--- src/rtl/serial_out_port_pkg.sv ---
// serial_out_port_pkg: shared state encoding and defaults for the serial output port
package serial_out_port_pkg;
    typedef enum logic [1:0] {IDLE, START, DATA, STOP} state_t;
    localparam int CLK_DIV_DEF    = 4;
    localparam int DEPTH_DEF      = 4;
    localparam int BITS_PER_FRAME = 8;
endpackage

--- src/rtl/serial_out_port_sync_fifo.sv ---
// sync_fifo: single-clock FIFO; a push when full is refused, head is read combinationally
module sync_fifo #(
    parameter int WIDTH = 8,
    parameter int DEPTH = 4
) (
    input  logic                     clk,
    input  logic                     reset,
    input  logic                     push,
    input  logic                     pop,
    input  logic [WIDTH-1:0]         din,
    output logic [WIDTH-1:0]         dout,
    output logic [$clog2(DEPTH):0]   count,
    output logic                     full,
    output logic                     empty
);
    localparam int AW = $clog2(DEPTH);
    logic [WIDTH-1:0] r_mem [DEPTH];
    logic [AW-1:0]    r_wr;
    logic [AW-1:0]    r_rd;
    logic [AW:0]      r_count;
    logic             w_push;
    logic             w_pop;
    assign full   = r_count == (AW+1)'(DEPTH);
    assign empty  = r_count == '0;
    assign w_push = push && !full;
    assign w_pop  = pop && !empty;
    assign dout   = r_mem[r_rd];
    assign count  = r_count;
    always_ff @(posedge clk) begin
        if (reset) begin
            r_wr    <= '0;
            r_rd    <= '0;
            r_count <= '0;
        end else begin
            r_wr    <= w_push ? r_wr + 1'b1 : r_wr;
            r_rd    <= w_pop ? r_rd + 1'b1 : r_rd;
            r_count <= r_count + (AW+1)'(w_push) - (AW+1)'(w_pop);
        end
    end
    always_ff @(posedge clk) begin
        if (w_push && !reset) r_mem[r_wr] <= din;
    end
endmodule

--- src/rtl/serial_out_port.sv ---
// serial_out_port: CPU byte FIFO feeding an 8N1 serial transmitter with a registered tx line
module serial_out_port
    import serial_out_port_pkg::*;
#(
    parameter int CLK_DIV = CLK_DIV_DEF,
    parameter int DEPTH   = DEPTH_DEF
) (
    input  logic                   clk,
    input  logic                   reset,
    input  logic                   wr_en,
    input  logic [7:0]             wr_data,
    input  logic                   clr_ovf,
    output logic                   full,
    output logic [$clog2(DEPTH):0] count,
    output logic                   busy,
    output logic                   ovf,
    output logic                   tx
);
    localparam int BW = $clog2(CLK_DIV);
    state_t        r_state;
    logic [BW-1:0] r_baud;
    logic [2:0]    r_bit;
    logic [7:0]    r_shift;
    logic          r_tx;
    logic          r_ovf;
    logic          w_pop;
    logic          w_empty;
    logic          w_last;
    logic [7:0]    w_head;
    assign w_pop  = r_state == IDLE && !w_empty;
    assign w_last = r_baud == BW'(CLK_DIV - 1);
    assign busy   = r_state != IDLE || !w_empty;
    assign tx     = r_tx;
    assign ovf    = r_ovf;
    sync_fifo #(.WIDTH(8), .DEPTH(DEPTH)) u_fifo (
        .clk   (clk),
        .reset (reset),
        .push  (wr_en),
        .pop   (w_pop),
        .din   (wr_data),
        .dout  (w_head),
        .count (count),
        .full  (full),
        .empty (w_empty)
    );
    // tx follows the state of the previous cycle, so it trails the FSM by one clock
    always_ff @(posedge clk) begin
        if (reset) begin
            r_state <= IDLE;
            r_baud  <= '0;
            r_bit   <= '0;
            r_shift <= '0;
            r_tx    <= 1'b1;
            r_ovf   <= 1'b0;
        end else begin
            r_tx   <= (r_state == START) ? 1'b0 : (r_state == DATA) ? r_shift[0] : 1'b1;
            r_ovf  <= (wr_en && full) ? 1'b1 : clr_ovf ? 1'b0 : r_ovf;
            r_baud <= (r_state == IDLE || w_last) ? '0 : r_baud + 1'b1;
            case (r_state)
                IDLE: if (w_pop) begin
                    r_shift <= w_head;
                    r_state <= START;
                end
                START: if (w_last) begin
                    r_state <= DATA;
                    r_bit   <= '0;
                end
                DATA: if (w_last) begin
                    r_shift <= r_shift >> 1;
                    r_bit   <= r_bit + 1'b1;
                    if (r_bit == 3'(BITS_PER_FRAME - 1)) r_state <= STOP;
                end
                STOP: if (w_last) r_state <= IDLE;
                default: r_state <= IDLE;
            endcase
        end
    end
endmodule
--- config.mk ---
export PLATFORM = sky130hd
export DESIGN_NAME = serial_out_port
export DESIGN_NICKNAME = d
export VERILOG_FILES = /design/src/rtl/serial_out_port_pkg.sv /design/src/rtl/serial_out_port_sync_fifo.sv /design/src/rtl/serial_out_port.sv
export SDC_FILE = /design/constraint.sdc
export NUM_CORES = 1
export LEC_CHECK = 0
export CAP_MARGIN = 30
export CORE_MARGIN = 1.5
export CORE_UTILIZATION = 39
export CTS_CLUSTER_SIZE = 8
export DETAILED_ROUTE_END_ITERATION = 10
export GPL_TIMING_DRIVEN = 0
export SETUP_SLACK_MARGIN = 0.1
export SLEW_MARGIN = 20
export SYNTH_ARGS = -nofsm -noshare
export SYNTH_HDL_FRONTEND = slang
export SYNTH_SLANG_ARGS = --single-unit
export TNS_END_PERCENT = 20
--- constraint.sdc ---
create_clock -name clk -period 3.3 [get_ports clk]
set_input_delay 0.495 -clock clk [delete_from_list [all_inputs] [get_ports clk]]
set_output_delay 0.495 -clock clk [all_outputs]
set_load 0.02 [all_outputs]
==> results.py, run 1 <==
metrics = {
    "detailed_routing": {
        "vias_per_cell": 5.20,
        "initialDrtViolationCount": 119,
        "drc_errors": 0,
        "vias": 1538,
        "finalWirelength_mm": 4.50,
        "wl_per_cell_um": 15.2,
        "dr.pass1.iters": 5,
        "antenna_left": 0,
    },
    "place": {
        "dp_hpwl_mm": 2.98,
        "io_buffers": 18,
        "preCtsSetupSlack_ps": 989,
        "gp_congestion": 0.729,
    },
    "clock_tree": {
        "post_cts_buffers": 0,
        "cts-resized-gates": 0,
        "cts_buffers": 9,
        "cts_tree": "built",
        "clockBufferDepth": 2,
        "cts.sinks": 58,
        "clk_latency_ps": 330,
        "cts.clk_slew.worst_paths_ps": 60,
        "cts_hold_buf": 0,
        "root_buffer": "clkbuf_8",
        "ctsHtreeMaxLevel": 3,
    },
    "critical_path": {
        "crit_path_end_kind": "output pin",
        "r2r_slack_ps": 1000,
        "crit_buf_inv": 3,
        "cp-startpoint": "r_state[0]",
        "rr_worst_depth": 10,
        "crit_type": "reg -> out",
        "crit_slowest_cell": "clkdlybuf4s50_1",
        "crit_family": "buffers and inverters",
        "start_kind": "flip-flop",
        "arrival_ps": 2120,
        "crit_path_max_incr_delay_ps": 570,
        "path_depth": 5,
        "crit_fanout": 9,
        "cp_cell_sequence": "inv_1 -> ha_1 -> nor4b_4 -> inv_2 -> clkdlybuf4s50_1",
        "required_ps": 2800,
        "r2r-start": "r_state[0]",
    },
    "timing": {
        "slew_viol_final": 0,
        "worst_pin_slew_ps": 523,
        "fin_ws_ps": 687,
        "max_freq_ghz": 0.383,
        "post-route-period-util": 0.792,
        "hold_viol_final": 0,
        "tns_ps": 0,
        "skew_ps": 4.47,
        "rsz0062_at_grt": "false",
        "setup_viol": 0,
        "relSlewSlack": 0.650,
        "layout_min_cycle_time_ps": 2610,
        "hold_ws_ps": 427,
    },
    "logic_synthesis": {
        "synth.area.top_cells": "edfxtp_1 38%, dfxtp_1 21%, ha_1 6.9%",
        "yosysSeqAreaShare": 0.586,
        "yosysTopAreaCell": "edfxtp_1",
        "synthCells": 185,
        "synth.distinct_cells": 42,
        "synth_nets": 212,
        "synth.avg_cell_area_um2": 13.7,
        "ys_seq_elements": 58,
        "synth_area_um2": 2530,
        "synth_top_area_share": 0.380,
        "ys_warn_count": 0,
    },
    "cells_and_area": {
        "nNetsFinal": 241,
        "drive_gt1_frac": 0.228,
        "multi_input_area_um2": 918,
        "area_growth_pct": 18.5,
        "regArea_um2": 1480,
        "n_antenna_cell": 0,
        "final_util": 0.474,
        "fillers": 594,
        "layout_commonest_cell": "edfxtp_1",
        "final_cell_mix": "32 x edfxtp_1, 26 x dfxtp_1, 18 x clkdlybuf4s50_1",
    },
    "power_and_ir_drop": {
        "ir_worst_vdd_mv": 0.389,
        "clkPwrFrac": 0.256,
        "pwr-share-seq": 0.398,
        "p_switching_uw": 763,
        "leakagePower_nw": 1.10,
        "power_density_nw_per_um2": 797,
        "total_power_mw": 2.38,
        "combPwrFrac": 0.347,
        "p_int_mw": 1.62,
        "swShare": 0.320,
    },
    "hold_path": {
        "worstHoldStart": "r_baud[0]",
        "holdPathStages": 1,
        "min_path_type": "reg -> reg",
    },
    "floorplanning": {
        "core.rowCount": 29,
        "initial_core_util": 0.400,
        "dieWidth_um": 83.5,
        "core_area_um2": 6310,
        "design.die.area_um2": 6970,
        "die_h_um": 83.5,
        "ios": 19,
    },
    "grt": {
        "grt_pass1_vias": 1485,
        "grt.overflow.total": 0,
        "grt_max_degree": 11,
        "grt_pass1_wl_mm": 7.49,
        "antenna_found_initial": 0,
        "grtUsageTotal": 0.143,
    },
    "run_status": {
        "status": "finished clean",
    },
    "job": {
        "maxCapViolCount": 0,
    },
}
==> logic make-up after synthesis <==
kind of cell	Yosys count	synth area share
AOI/OAI and AO/OA	39	0.113
xor gates and xnor gates	4	0.0139
adders and majority gates	15	0.0773
buffers and inverters	20	0.0500
DFF	58	0.586
muxes	16	0.0758
and+or+nand+nor	33	0.0832
==> layer usage <==
metal | global-route usage | part of all wire
met5 | 0 | 0
met4 | 0.0984 | 0.016
met3 | 0.0346 | 0.036
met2 | 0.198 | 0.46
met1 | 0.197 | 0.49
==> sequential cells by signal, indices dropped and copies added, names as in the netlist, named ones only <==
register and flops:
u_fifo.count 3, r_shift 8, r_baud 2, ovf 1
u_fifo.r_rd 2, u_fifo.r_wr 2, r_state 2, tx 1
u_fifo.r_mem 32, r_bit 3
==> cells in the mapped netlist <==
master	n
edfxtp_1	32
dfxtp_1	26
mux2_2	15
ha_1	14
a21oi_1	11
inv_1	10
nor2_1	10
a211oi_1	7
a222oi_1	7
o21ai_0	5
and2_1	4
nor2b_1	4
buf_6	3
xnor2_1	3
a32oi_1	2
buf_4	2
clkbuf_8	2
nand2_1	2
nand3b_1	2
nor3_1	2
a21boi_0	1
a31o_2	1
and2_4	1
and2b_4	1
buf_2	1
clkbuf_1	1
fa_1	1
inv_2	1
mux4_2	1
nand3_1	1
nor3b_2	1
nor4_1	1
nor4b_1	1
nor4b_4	1
o211a_1	1
o21ba_2	1
o311a_2	1
o311ai_0	1
o31a_2	1
or3_1	1
or4_2	1
xor2_1	1
==> layout make-up <==
type | count | area share
Buffer | 9 | 0.0284
Clock buffer | 12 | 0.0552
Tap cell | 77 | 0.0322
Timing Repair Buffer | 18 | 0.0602
Inverter | 11 | 0.0138
Multi-Input combinational cell | 107 | 0.307
Sequential cell | 58 | 0.495
Clock inverter | 4 | 0.00836
==> power by group through the flow <==
stage,combinational (mW),sequential [mW],clock (mW)
finish,0.827,0.948,0.609
global route,0.932,0.961,0.657
CTS,0.838,0.948,0.624
detailed placement,0.833,0.963,0
global placement,0.827,0.964,0
floorplan,0.602,0.973,0
==> final timing paths <==
kind / endpoint
worst max-delay path: busy
worst min-delay path: r_baud[0]
worst max register to register: u_fifo.count[2]
worst min register to register: r_baud[0]
==> through the flow <==
stage          cells  cell area, um2
2_1_floorplan    185            2530
3_3_place_gp     280            2800
3_5_place_dp     280            2800
4_1_cts          296            2990
5_1_grt          296            2990
6_report         296            2990
(Power assumes the default switching activity.)
==> inputs of run 2 (changes only) <==
Clock period 3.3 ns to 2.4 ns, I/O delays scaled along.
==> results.py, run 2 (synthesis results as in run 1) <==
metrics = {
    "place": {
        "dp_hpwl_mm": 2.98,
        "preCtsSetupSlack_ps": 89.1,
        "io_buffers": 18,
        "gp_congestion": 0.729,
        "place_inst": 280,
    },
    "cells_and_area": {
        "largest_register": "u_fifo.r_mem",
        "area_growth_pct": 20.0,
        "drive_gt1_frac": 0.255,
        "top_regs": "u_fifo.r_mem: 32 flops, r_shift: 8 flops",
        "n_antenna_cell": 0,
        "stdcell_count": 297,
        "regArea_um2": 1480,
        "fillers": 588,
        "nNetsFinal": 242,
        "largest_reg_flops": 32,
        "layout_commonest_cell": "edfxtp_1",
        "multi_input_area_um2": 947,
        "final_cell_mix": "32 x edfxtp_1, 24 x dfxtp_1, 17 x clkdlybuf4s50_1",
    },
    "timing": {
        "max_freq_ghz": 0.454,
        "skew_ps": 4.09,
        "relSlewSlack": 0.651,
        "rsz0062_at_grt": "true",
        "tns_ps": 0,
        "slew_viol_final": 0,
        "worst_pin_slew_ps": 522,
        "hold_viol_final": 0,
        "post-route-period-util": 0.918,
        "setup_viol": 0,
        "fin_ws_ps": 197,
        "layout_min_cycle_time_ps": 2200,
    },
    "detailed_routing": {
        "finalWirelength_mm": 4.65,
        "initialDrtViolationCount": 141,
        "vias_per_cell": 5.22,
        "vias": 1549,
        "drc_errors": 0,
        "dr.pass1.iters": 4,
        "antenna_left": 0,
        "wl_per_cell_um": 15.7,
    },
    "clock_tree": {
        "cts.clk_slew.worst_paths_ps": 60,
        "cts.sinks": 58,
        "cts_buffers": 9,
        "root_buffer": "clkbuf_8",
        "clk_latency_ps": 330,
        "clockBufferDepth": 2,
        "cts_tree": "built",
        "ctsHtreeMaxLevel": 3,
    },
    "critical_path": {
        "arrival_ps": 1840,
        "crit_slowest_cell": "clkdlybuf4s50_1",
        "r2r_slack_ps": 220,
        "critPathCapture": "full",
        "start_kind": "flip-flop",
        "reg2reg_to": "u_fifo.count[2]",
        "r2r-start": "u_fifo.count[1]",
        "crit_path_max_incr_delay_ps": 670,
        "cp-startpoint": "u_fifo.count[2]",
        "rr_worst_depth": 9,
        "crit_path_end_kind": "output pin",
        "required_ps": 2040,
        "crit_fanout": 8,
        "crit_type": "reg -> out",
        "cp_cell_sequence": "nor3b_4 -> clkdlybuf4s50_1",
    },
    "grt": {
        "grt_pass1_vias": 1494,
        "grt_pass1_wl_mm": 7.51,
        "grtUsageTotal": 0.144,
        "grt.overflow.total": 0,
        "grt_max_degree": 11,
        "antenna_found_initial": 0,
    },
    "floorplanning": {
        "dieWidth_um": 83.5,
        "core.rowCount": 29,
        "core_area_um2": 6310,
        "die_h_um": 83.5,
        "ios": 19,
        "initial_core_util": 0.400,
        "design.die.area_um2": 6970,
    },
    "power_and_ir_drop": {
        "power_density_nw_per_um2": 1110,
        "leakagePower_nw": 1.11,
        "ir_worst_vdd_mv": 0.536,
    },
    "job": {
        "maxCapViolCount": 0,
    },
    "hold_path": {
        "min_path_type": "reg -> reg",
    },
    "run_status": {
        "status": "finished clean",
    },
}
-- run 2: stage by stage --
step,area (um2),hold slack (ps),util,power (mW)
2_1_floorplan,2530,405,-,2.17
3_3_place_gp,2800,424,0.444,2.46
3_5_place_dp,2800,424,0.444,2.47
4_1_cts,3000,434,0.475,3.32
5_1_grt,3030,457,0.480,3.59
6_report,3030,427,0.480,3.37
-- run 2: routing by layer --
layer	global-route usage	share of wire	vias up
met1	0.198	0.47	748
li1	-	-	761
met4	0.0984	0.014	0
met5	0	0	-
met3	0.0346	0.049	5
met2	0.199	0.47	35
-- run 2: layout make-up --
type | count | share of cell area
Timing Repair Buffer | 19 | 0.0615
Buffer | 9 | 0.0281
Multi-Input combinational cell | 107 | 0.313
Clock inverter | 4 | 0.00826
Clock buffer | 12 | 0.0545
Tap cell | 77 | 0.0318
Sequential cell | 58 | 0.490
Inverter | 11 | 0.0136
-- run 2: worst min path at each step --
stage               from   endpoint  slack, ps  cells past startpoint
6_report       r_baud[0]  r_baud[0]        430                      1
5_1_grt        r_baud[0]  r_baud[0]        460                      1
4_1_cts        r_baud[0]  r_baud[0]        430                      1
3_5_place_dp   r_baud[0]  r_baud[0]        420                      1
3_3_place_gp   r_baud[0]  r_baud[0]        420                      1
2_1_floorplan  r_baud[0]  r_baud[0]        400                      1
-- run 2: worst max-delay path, delay by kind of cell, from the launching register on --
family / cells / cell delay, ps
simple gates: 1 / 360
buf+inv: 1 / 670
flops: 1 / 480
-- run 2: report_power, final --
group	switching (mW)	internal [mW]	total, mW
combinational	0.604	0.614	1.22
sequential	0.0991	1.21	1.31
clock	0.385	0.455	0.840
total	1.09	2.28	3.37
-- run 2: what timing repair did --
item	in CTS	in global routing
hold buffers	0	0
setup endpoints to repair	3	3
resized for setup	1	7
buffers inserted	1	0
==> inputs of run 3 (changes only) <==
Clock period 2.4 ns to 2.7 ns, I/O delays scaled along.
==> results.py, run 3 (synthesis results as in run 1) <==
metrics = {
    "timing": {
        "relSlewSlack": 0.640,
        "setup_viol": 0,
        "post-route-period-util": 0.858,
        "tns_ps": 0,
        "max_freq_ghz": 0.431,
        "hold_viol_final": 0,
        "rsz0062_at_grt": "false",
        "skew_ps": 4.23,
        "worst_pin_slew_ps": 538,
        "layout_min_cycle_time_ps": 2320,
        "slew_viol_final": 0,
    },
    "cells_and_area": {
        "largest_register": "u_fifo.r_mem",
        "stdcell_count": 297,
        "layout_commonest_cell": "edfxtp_1",
        "final_cell_mix": "32 x edfxtp_1, 26 x dfxtp_1, 17 x clkdlybuf4s50_1",
        "drive_gt1_frac": 0.236,
        "top_regs": "u_fifo.r_mem: 32 flops, r_shift: 8 flops",
        "largest_reg_flops": 32,
        "area_growth_pct": 19.0,
        "nNetsFinal": 242,
        "finalInstanceArea_um2": 3010,
        "n_antenna_cell": 0,
    },
    "detailed_routing": {
        "finalWirelength_mm": 4.58,
        "met3_length_um": 195,
        "wl_met2_mm": 2.12,
        "wl_per_cell_um": 15.4,
        "vias_per_cell": 5.19,
        "initialDrtViolationCount": 109,
        "drc_errors": 0,
        "dr.pass1.iters": 4,
        "top_layer_used": "met4",
        "wl_met1_mm": 2.22,
        "vias": 1541,
        "antenna_left": 0,
    },
    "critical_path": {
        "start_kind": "flip-flop",
        "crit_path_max_incr_delay_ps": 690,
        "crit_fanout": 8,
        "crit_buf_inv": 1,
        "arrival_ps": 1910,
        "crit_type": "reg -> out",
        "crit_family": "buffers and inverters",
        "cp_cell_sequence": "nor3b_2 -> clkdlybuf4s50_1",
        "required_ps": 2300,
        "crit_slowest_cell": "clkdlybuf4s50_1",
        "crit_path_end_kind": "output pin",
    },
    "clock_tree": {
        "root_buffer": "clkbuf_8",
        "cts_tree": "built",
        "cts.sinks": 58,
        "clk_latency_ps": 330,
        "clockBufferDepth": 2,
        "cts_hold_buf": 0,
        "cts.clk_slew.worst_paths_ps": 60,
        "ctsHtreeMaxLevel": 3,
        "cts_buffers": 9,
    },
    "floorplanning": {
        "core.rowCount": 29,
        "core_area_um2": 6310,
        "design.die.area_um2": 6970,
        "dieWidth_um": 83.5,
        "ios": 19,
        "initial_core_util": 0.400,
        "die_h_um": 83.5,
    },
    "place": {
        "place_inst": 280,
        "gp_congestion": 0.729,
        "placed_cell_area_um2": 2800,
        "io_buffers": 18,
        "dp_hpwl_mm": 2.98,
    },
    "power_and_ir_drop": {
        "swShare": 0.320,
        "leakagePower_nw": 1.10,
        "ir_worst_vdd_mv": 0.476,
        "combPwrFrac": 0.351,
        "clkPwrFrac": 0.253,
        "pwr-share-seq": 0.395,
        "p_int_mw": 1.99,
        "p_switching_uw": 936,
        "power_density_nw_per_um2": 975,
    },
    "grt": {
        "grt.overflow.total": 0,
        "grt_pass1_wl_mm": 7.49,
        "grtUsageTotal": 0.143,
        "grt_max_degree": 11,
        "grt_pass1_vias": 1485,
        "antenna_found_initial": 0,
    },
    "run_status": {
        "status": "finished clean",
    },
    "hold_path": {
        "min_path_type": "reg -> reg",
    },
    "job": {
        "maxCapViolCount": 0,
    },
}
run 3: cell count changes in the layout (fill, tap and decap cells not counted), sizes merged:
cell,previous run,this run
dlygate4sd2,1,0
dlymetal6s2s,0,1
run 3: power by group through the flow:
| stage | clock, mW | sequential [mW] | combinational, mW |
|---|---|---|---|
| 2_1_floorplan | 0 | 1.19 | 0.736 |
| 3_3_place_gp | 0 | 1.18 | 1.01 |
| 3_5_place_dp | 0 | 1.18 | 1.02 |
| 4_1_cts | 0.763 | 1.16 | 1.02 |
| 5_1_grt | 0.803 | 1.17 | 1.16 |
| 6_report | 0.742 | 1.16 | 1.03 |
run 3: final timing paths:
check                  startpoint               to  slack (ps)  cells past startpoint
setup reg to reg       r_state[0]  u_fifo.count[2]         470                     10
hold / removal          r_baud[0]        r_baud[0]         430                      1
setup / recovery  u_fifo.count[2]             full         380                      2
hold reg to reg         r_baud[0]        r_baud[0]         430                      1
run 3: layout make-up:
class,instances,area (um2)
fill,593,3310
sequential,58,1480
multi-input combinational,107,921
timing repair buffer,19,190
clock buffer,12,165
tap,77,96.3
buffer,9,85.1
inverter,11,41.3
clock inverter,4,25.0
run 3: metal layers:
| layer | global-route usage | vias up |
|---|---|---|
| li1 | - | 760 |
| met1 | 0.197 | 747 |
| met2 | 0.198 | 32 |
| met3 | 0.0346 | 2 |
| met4 | 0.0984 | 0 |
| met5 | 0 | - |
run 3: metrics by stage:
stage | setup WS [ps] | utilization | power (mW) | hold slack, ps
6_report | 382 | 0.476 | 2.93 | 427
2_1_floorplan | 460 | - | 1.92 | 405
5_1_grt | 256 | 0.476 | 3.14 | 457
3_3_place_gp | 412 | 0.444 | 2.19 | 424
3_5_place_dp | 389 | 0.444 | 2.20 | 424
4_1_cts | 123 | 0.474 | 2.95 | 434
run 3: what timing repair did:
action,4_1_cts,5_1_grt
resized for setup,0,2
setup endpoints to repair,0,1
setup buffers,0,1
